<file path="config.mk">
export PLATFORM = sky130hd
export DESIGN_NAME = cmul_pipe_flat
export DESIGN_NICKNAME = d
export VERILOG_FILES = /design/src/rtl/cmul_pkg.sv /design/src/rtl/cmul_if.sv /design/src/rtl/cmul_round_sat.sv /design/src/rtl/cmul_pipe.sv /design/src/flat_wrapper.sv
export SDC_FILE = /design/constraint.sdc
export NUM_CORES = 2
export LEC_CHECK = 0
export BUFFER_PORTS_ARGS = -buffer_cell sky130_fd_sc_hd__buf_2
export CELL_PAD_IN_SITES_DETAIL_PLACEMENT = 2
export CELL_PAD_IN_SITES_GLOBAL_PLACEMENT = 2
export CORE_ASPECT_RATIO = 0.6
export CORE_UTILIZATION = 27
export CTS_BUF_LIST = sky130_fd_sc_hd__clkbuf_4
export DETAILED_ROUTE_END_ITERATION = 6
export GPL_ROUTABILITY_DRIVEN = 0
export GPL_TIMING_DRIVEN = 0
export PLACE_DENSITY_LB_ADDON = 0.1
export SLEW_MARGIN = 20
export SYNTH_ARGS = -nofsm -noshare
export SYNTH_HDL_FRONTEND = slang
export SYNTH_SLANG_ARGS = --single-unit
</file>
<file path="constraint.sdc">
create_clock -name clk -period 16.95 [get_ports clk]
set_clock_uncertainty 0.05 [all_clocks]
set_input_delay 2.5425 -clock clk [delete_from_list [all_inputs] [get_ports clk]]
set_output_delay 2.5425 -clock clk [all_outputs]
set_load 0.005 [all_outputs]
</file>
<file path="src/rtl/cmul_pkg.sv">
// cmul_pkg: width, rounding and saturation-bound helpers for cmul_pipe
package cmul_pkg;

    function automatic int prod_w(input int dw, input int tw);
        return dw + tw + 1;
    endfunction

    function automatic int sum_w(input int dw, input int tw);
        return dw + tw + 2;
    endfunction

    function automatic longint rnd_const(input int tw);
        return longint'(1) <<< (tw - 2);
    endfunction

    function automatic longint sat_hi(input int ow);
        return (longint'(1) <<< (ow - 1)) - 1;
    endfunction

    function automatic longint sat_lo(input int ow);
        return -(longint'(1) <<< (ow - 1));
    endfunction

endpackage

</file>
<file path="src/rtl/cmul_if.sv">
// cmul_if: operand/result handshake bundle; out_sat and sat_cnt exist only with CMUL_SAT_FLAG_EN
interface cmul_if #(
    parameter int DW = 16,
    parameter int TW = 16,
    parameter int OW = 16
) ();
    logic                 in_valid;
    logic                 in_ready;
    logic                 conj;
    logic signed [DW-1:0] a_re;
    logic signed [DW-1:0] a_im;
    logic signed [TW-1:0] b_re;
    logic signed [TW-1:0] b_im;
    logic                 out_valid;
    logic                 out_ready;
    logic signed [OW-1:0] out_re;
    logic signed [OW-1:0] out_im;
`ifdef CMUL_SAT_FLAG_EN
    logic                 out_sat;
    logic [15:0]          sat_cnt;
`endif

    modport master (
        output in_valid, conj, a_re, a_im, b_re, b_im, out_ready,
        input  in_ready, out_valid, out_re, out_im
`ifdef CMUL_SAT_FLAG_EN
        , input out_sat, sat_cnt
`endif
    );

    modport slave (
        input  in_valid, conj, a_re, a_im, b_re, b_im, out_ready,
        output in_ready, out_valid, out_re, out_im
`ifdef CMUL_SAT_FLAG_EN
        , output out_sat, sat_cnt
`endif
    );
endinterface

</file>
<file path="src/rtl/cmul_round_sat.sv">
// cmul_round_sat: round (optional), arithmetic shift by TW-1 and clip one component to OW bits; sat_o with CMUL_SAT_FLAG_EN
module cmul_round_sat
    import cmul_pkg::*;
#(
    parameter int SW    = 34,
    parameter int TW    = 16,
    parameter int OW    = 16,
    parameter int ROUND = 1
) (
    input  logic signed [SW-1:0] x_i,
    output logic signed [OW-1:0] y_o
`ifdef CMUL_SAT_FLAG_EN
    , output logic               sat_o
`endif
);
    localparam logic signed [SW-1:0] RC = (ROUND != 0) ? SW'(rnd_const(TW)) : '0;
    localparam logic signed [SW-1:0] HI = SW'(sat_hi(OW));
    localparam logic signed [SW-1:0] LO = SW'(sat_lo(OW));

    logic signed [SW-1:0] sh;
    logic                 hi;
    logic                 lo;

    // scale back to Q(OW) and clamp to the representable range
    always_comb begin
        sh  = (x_i + RC) >>> (TW - 1);
        hi  = sh > HI;
        lo  = sh < LO;
        y_o = hi ? HI[OW-1:0] : lo ? LO[OW-1:0] : sh[OW-1:0];
    end

`ifdef CMUL_SAT_FLAG_EN
    assign sat_o = hi | lo;
`endif
endmodule

</file>
<file path="src/rtl/cmul_pipe.sv">
// cmul_pipe: 3-stage stallable complex multiplier a*b or a*conj(b); CMUL_SAT_FLAG_EN adds out_sat/sat_cnt
module cmul_pipe
    import cmul_pkg::*;
#(
    parameter int DW    = 16,
    parameter int TW    = 16,
    parameter int OW    = 16,
    parameter int ROUND = 1
) (
    input logic   clk,
    input logic   rst_n,
    cmul_if.slave bus
);
    localparam int PW = prod_w(DW, TW);
    localparam int SW = sum_w(DW, TW);

    logic                 adv;
    logic                 v1_q, v2_q, out_valid_q;
    logic signed [DW-1:0] a_re_q, a_im_q;
    logic signed [TW-1:0] b_re_q;
    logic signed [TW:0]   b_ext, b_im_d, b_im_q;
    logic signed [PW-1:0] pr_d, pi_d, qr_d, qi_d;
    logic signed [PW-1:0] pr_q, pi_q, qr_q, qi_q;
    logic signed [SW-1:0] re_d, im_d;
    logic signed [OW-1:0] out_re_d, out_im_d, out_re_q, out_im_q;

    assign adv           = !out_valid_q | bus.out_ready;
    assign bus.in_ready  = adv;
    assign bus.out_valid = out_valid_q;
    assign bus.out_re    = out_re_q;
    assign bus.out_im    = out_im_q;
    assign b_ext         = (TW+1)'(bus.b_im);

    // conjugate in TW+1 bits so negating the most negative twiddle stays exact; products and sums at full precision
    always_comb begin
        b_im_d = bus.conj ? -b_ext : b_ext;
        pr_d   = PW'(a_re_q) * PW'(b_re_q);
        pi_d   = PW'(a_im_q) * PW'(b_im_q);
        qr_d   = PW'(a_re_q) * PW'(b_im_q);
        qi_d   = PW'(a_im_q) * PW'(b_re_q);
        re_d   = SW'(pr_q) - SW'(pi_q);
        im_d   = SW'(qr_q) + SW'(qi_q);
    end

`ifdef CMUL_SAT_FLAG_EN
    logic        sat_re, sat_im, out_sat_q;
    logic [15:0] sat_cnt_q;

    cmul_round_sat #(.SW(SW), .TW(TW), .OW(OW), .ROUND(ROUND)) u_re (.x_i(re_d), .y_o(out_re_d), .sat_o(sat_re));
    cmul_round_sat #(.SW(SW), .TW(TW), .OW(OW), .ROUND(ROUND)) u_im (.x_i(im_d), .y_o(out_im_d), .sat_o(sat_im));

    assign bus.out_sat = out_sat_q;
    assign bus.sat_cnt = sat_cnt_q;

    // sat flag travels with the result; counter bumps once per consumed saturated result and sticks at all-ones
    always_ff @(posedge clk or negedge rst_n) begin
        if (!rst_n) begin
            out_sat_q <= 1'b0;
            sat_cnt_q <= '0;
        end else begin
            if (adv)
                out_sat_q <= v2_q & (sat_re | sat_im);
            if (out_valid_q & bus.out_ready & out_sat_q & ~&sat_cnt_q)
                sat_cnt_q <= sat_cnt_q + 16'd1;
        end
    end
`else
    cmul_round_sat #(.SW(SW), .TW(TW), .OW(OW), .ROUND(ROUND)) u_re (.x_i(re_d), .y_o(out_re_d));
    cmul_round_sat #(.SW(SW), .TW(TW), .OW(OW), .ROUND(ROUND)) u_im (.x_i(im_d), .y_o(out_im_d));
`endif

    // valid chain and result registers; everything holds while the output is stalled
    always_ff @(posedge clk or negedge rst_n) begin
        if (!rst_n) begin
            v1_q        <= 1'b0;
            v2_q        <= 1'b0;
            out_valid_q <= 1'b0;
            out_re_q    <= '0;
            out_im_q    <= '0;
        end else if (adv) begin
            v1_q        <= bus.in_valid;
            v2_q        <= v1_q;
            out_valid_q <= v2_q;
            out_re_q    <= out_re_d;
            out_im_q    <= out_im_d;
        end
    end

    // operand and product registers carry no reset; their contents are qualified by the valid chain
    always_ff @(posedge clk) begin
        if (adv) begin
            a_re_q <= bus.a_re;
            a_im_q <= bus.a_im;
            b_re_q <= bus.b_re;
            b_im_q <= b_im_d;
            pr_q   <= pr_d;
            pi_q   <= pi_d;
            qr_q   <= qr_d;
            qi_q   <= qi_d;
        end
    end
endmodule

</file>
<file path="src/flat_wrapper.sv">
// flat-port wrapper written by rule: the top's interface ports become plain ports
module cmul_pipe_flat import cmul_pkg::*;
#(
    parameter int DW    = 16,
    parameter int TW    = 16,
    parameter int OW    = 16,
    parameter int ROUND = 1
)
  (clk, rst_n, bus_in_valid, bus_conj, bus_a_re, bus_a_im, bus_b_re, bus_b_im, bus_out_ready, bus_in_ready, bus_out_valid, bus_out_re, bus_out_im);
  cmul_if #(.DW(DW), .TW(TW), .OW(OW)) bus_i ();
  input logic clk;
  input logic rst_n;
  input wire logic [$bits(bus_i.in_valid)-1:0] bus_in_valid;
  input wire logic [$bits(bus_i.conj)-1:0] bus_conj;
  input wire logic [$bits(bus_i.a_re)-1:0] bus_a_re;
  input wire logic [$bits(bus_i.a_im)-1:0] bus_a_im;
  input wire logic [$bits(bus_i.b_re)-1:0] bus_b_re;
  input wire logic [$bits(bus_i.b_im)-1:0] bus_b_im;
  input wire logic [$bits(bus_i.out_ready)-1:0] bus_out_ready;
  output wire logic [$bits(bus_i.in_ready)-1:0] bus_in_ready;
  output wire logic [$bits(bus_i.out_valid)-1:0] bus_out_valid;
  output wire logic [$bits(bus_i.out_re)-1:0] bus_out_re;
  output wire logic [$bits(bus_i.out_im)-1:0] bus_out_im;
  assign bus_i.in_valid = bus_in_valid;
  assign bus_i.conj = bus_conj;
  assign bus_i.a_re = bus_a_re;
  assign bus_i.a_im = bus_a_im;
  assign bus_i.b_re = bus_b_re;
  assign bus_i.b_im = bus_b_im;
  assign bus_i.out_ready = bus_out_ready;
  assign bus_in_ready = bus_i.in_ready;
  assign bus_out_valid = bus_i.out_valid;
  assign bus_out_re = bus_i.out_re;
  assign bus_out_im = bus_i.out_im;
  cmul_pipe #(.DW(DW), .TW(TW), .OW(OW), .ROUND(ROUND)) u_core (.clk(clk), .rst_n(rst_n), .bus(bus_i));
endmodule
</file>
==> impl_metrics.ini <==
[global_route]
first_global_vias = 41850
track_usage = 0.223
first_pass_grt_wire_length_mm = 301
antenna_found_initial = 77
grt-ovfl-total = 0
grt_max_degree = 48

[sta]
fin_crit_sh = 0.531
setup_slack_ns = 7.95
final-hold-violation-count = 0
final_setup_tns_ns = 0
min_period_ns = 9.00
achievable-frequency_mhz = 111
finalMaxSlewViolations = 0
tightest_slew_ns = 1.30
rsz0062_at_grt = false
setup_viol = 0
slew-limit-headroom = 0.131

[cells_and_area]
area_delta_synth_final_pct = 9.49
multi_input_comb_area_um2 = 38800
drive_gt1_frac = 0.0538
register_area_um2 = 6730
filler_cell_count = 20857
finish.net_count = 7015

[critical_path]
critical_path_class = register to register
worst_ep_required_time_ns = 17.51
crit_path_max_fanout = 10
timing.critical_path.to_type = register
cpLargestDelayFamily = adder cells
critical_path_arrival_ns = 9.55
crit_path_max_incr_delay_ns = 1.04
cp-start-kind = register
cpMostUsedCell = sky130_fd_sc_hd__fa_1
worst-path-buf-inv = 6
slowest_stage = sky130_fd_sc_hd__edfxtp_1

[clocking]
cts.htree.levels = 3
cts_repair_resize_count = 0
cts-root-buf = sky130_fd_sc_hd__clkbuf_4
cts-hold-fix-buffers = 0
clkSlewWorstSetupHoldPaths_ns = 0.07
tritoncts.num_buffers = 72
cts_setup_buffers = 0
tritoncts_clock_tree = done
clk-insertion-delay-late_ns = 1.00
cts.sink_count = 230
clk_path_buf_depth = 3

[logic_synthesis]
mappedNetlistNets = 6832
postSynth.topFlopCell = sky130_fd_sc_hd__edfxtp_1
postSynth.asyncResetShare = 0.152
synth.distinct_cells = 70
synth_seq_area_share = 0.132
mapped_cell_area_um2 = 51000
post_synth_edffs = 195
synth-seq-cells = 230
syn_avg_cell_area_um2 = 9.76
syn-instance-count = 5228
yosysWarningCount = 0

[floorplan]
die_width_um = 563
initial_core_util = 0.272
core_region_area_um2 = 188000
ioPinCount = 103
std_cell_rows = 123
chipHeight_um = 339
floorplan.die_area_um2 = 191000

[worst_hold_path]
timing.hold.worst.class = register to register

[routing]
route.met2.wl_mm = 82.2
dr_total_vias = 37449
wl_met3_mm = 14.3
detail_route.iter0.violations = 2670
routed_wire_length_per_instance_um = 26.0
viasPerCell = 4.69
antenna_violating_nets_post_route = 0
drt_pre_antenna_iters = 6
routed_wl_mm = 208
route.detailed.drc = 0
highest-signal-layer = met5
wl_met1_mm = 109

[outcome]
run_status = finished clean

[place]
placement.io_buffers = 101
dp_hpwl_mm = 179
detailedPlace.worstSlack_ns = 7.64

[flow_run]
cap_violations = 0
[placed cells by master (no fill, tap or decap), drive strengths merged, types with 5 or more instances in the layout]
master	n
edfxtp	195
inv	1251
a21o	63
a2111oi	5
and2	510
fa	1076
or3	9
o211ai	11
o21a	18
nand2b	39
and3	18
nand3	33
o21bai	22
dfrtp	35
a221oi	6
a221o	19
diode	21
a31oi	16
buf	113
nor3	21
and4	5
clkbuf	302
nand4	9
ha	459
clkinv	32
o31ai	8
xnor2	145
a21oi	159
or2	5
nor2	106
o22a	16
o21ai	59
xor2	52
nand2	563
nor2b	13
a31o	6
a211oi	8
[final cells by class]
cell class / count / share of cell area
Multi-Input combinational cell: 3537 / 0.695
Sequential cell: 230 / 0.120
Inverter: 1250 / 0.0840
Tap cell: 2500 / 0.0560
Buffer: 211 / 0.0156
Clock buffer: 95 / 0.0128
Timing Repair Buffer: 109 / 0.0119
Clock inverter: 35 / 0.00369
Antenna cell: 21 / 0.000940
[synthesized netlist by cell type, types with 6 or more instances]
library cell | count | area share
sky130_fd_sc_hd__a21oi_1 | 158 | 0.015
sky130_fd_sc_hd__o31ai_1 | 8 | 0.0012
sky130_fd_sc_hd__nor3_1 | 21 | 0.0021
sky130_fd_sc_hd__clkbuf_1 | 207 | 0.015
sky130_fd_sc_hd__o22a_1 | 16 | 0.0027
sky130_fd_sc_hd__and2_1 | 509 | 0.062
sky130_fd_sc_hd__o21a_1 | 18 | 0.0026
sky130_fd_sc_hd__o21ai_0 | 58 | 0.0057
sky130_fd_sc_hd__a21o_1 | 63 | 0.0093
sky130_fd_sc_hd__xnor2_1 | 145 | 0.025
sky130_fd_sc_hd__and3_1 | 18 | 0.0022
sky130_fd_sc_hd__nand2b_1 | 39 | 0.0048
sky130_fd_sc_hd__nor2b_1 | 13 | 0.0016
sky130_fd_sc_hd__nand3_1 | 31 | 0.0030
sky130_fd_sc_hd__dfrtp_1 | 35 | 0.017
sky130_fd_sc_hd__xor2_1 | 52 | 0.0089
sky130_fd_sc_hd__nor2_1 | 106 | 0.0078
sky130_fd_sc_hd__o211ai_1 | 10 | 0.0015
sky130_fd_sc_hd__a31oi_1 | 15 | 0.0018
sky130_fd_sc_hd__a211oi_1 | 8 | 0.0012
sky130_fd_sc_hd__fa_1 | 1076 | 0.42
sky130_fd_sc_hd__ha_1 | 459 | 0.11
sky130_fd_sc_hd__edfxtp_1 | 195 | 0.11
sky130_fd_sc_hd__inv_1 | 1249 | 0.092
sky130_fd_sc_hd__nand2_1 | 563 | 0.041
sky130_fd_sc_hd__or3_1 | 9 | 0.0011
sky130_fd_sc_hd__nand4_1 | 9 | 0.0011
sky130_fd_sc_hd__o21bai_1 | 22 | 0.0032
sky130_fd_sc_hd__a31o_2 | 6 | 0.0010
sky130_fd_sc_hd__a221o_1 | 19 | 0.0037
[registers in the layout, indices dropped and copies added (netlist names)]
register and cells:
u_core.b_im_q 17, u_core.a_im_q 16, u_core.qr_q 33, u_core.pi_q 33
u_core.bus.out_re 16, u_core.v1_q 1, u_core.b_re_q 16, u_core.a_re_q 16
u_core.qi_q 32, u_core.pr_q 32, u_core.bus.out_valid 1, u_core.v2_q 1
u_core.bus.out_im 16
[through the flow]
step | hold slack, ns | utilization | cells | area (µm²)
after floorplan | 0.380 | - | 5228 | 51000
after global placement | 0.409 | 0.291 | 7829 | 54700
after detailed placement | 0.421 | 0.293 | 7834 | 54900
after CTS | 0.451 | 0.297 | 7964 | 55800
after global routing | 0.463 | 0.298 | 7969 | 55800
final | 0.439 | 0.298 | 7988 | 55900
[per-layer routing]
metal / global-route usage / up-vias
li1: - / 16204
met1: 0.360 / 20191
met2: 0.309 / 912
met3: 0.0410 / 130
met4: 0.0286 / 12
met5: 0 / -
[kinds of logic after synthesis]
group,Yosys count,synth area share
adder cells (fa/ha/maj),1535,0.535
AO/OA/AOI/OAI,454,0.0593
flip-flops,230,0.132
buffers and inverters,1461,0.108
multiplexers,2,0.000392
AND/OR/NAND/NOR,1349,0.132
XOR/XNOR,197,0.0338
[path summary, 6_finish.rpt]
path,from,endpoint,slack [ns],depth (start not counted)
min reg2reg,u_core.v1_q,u_core.v1_q,0.44,2
max reg2reg,u_core.a_im_q[6],u_core.qi_q[31],7.95,25
min in group asynchronous,rst_n,u_core.bus.out_re[9],1.44,1
min,u_core.v1_q,u_core.v1_q,0.44,2
max in group asynchronous,rst_n,u_core.bus.out_im[15],14.80,2
max,u_core.a_im_q[6],u_core.qi_q[31],7.95,25
[tightest hold or removal path, delay by kind of cell (launching register included)]
family           cells  cell delay, ns
DFF                  1            0.35
and+or+nand+nor      2            0.10
Power is left out: the tool's default activity adds up to more than one toggle a clock period on the data nets, which glitch-free logic cannot reach.
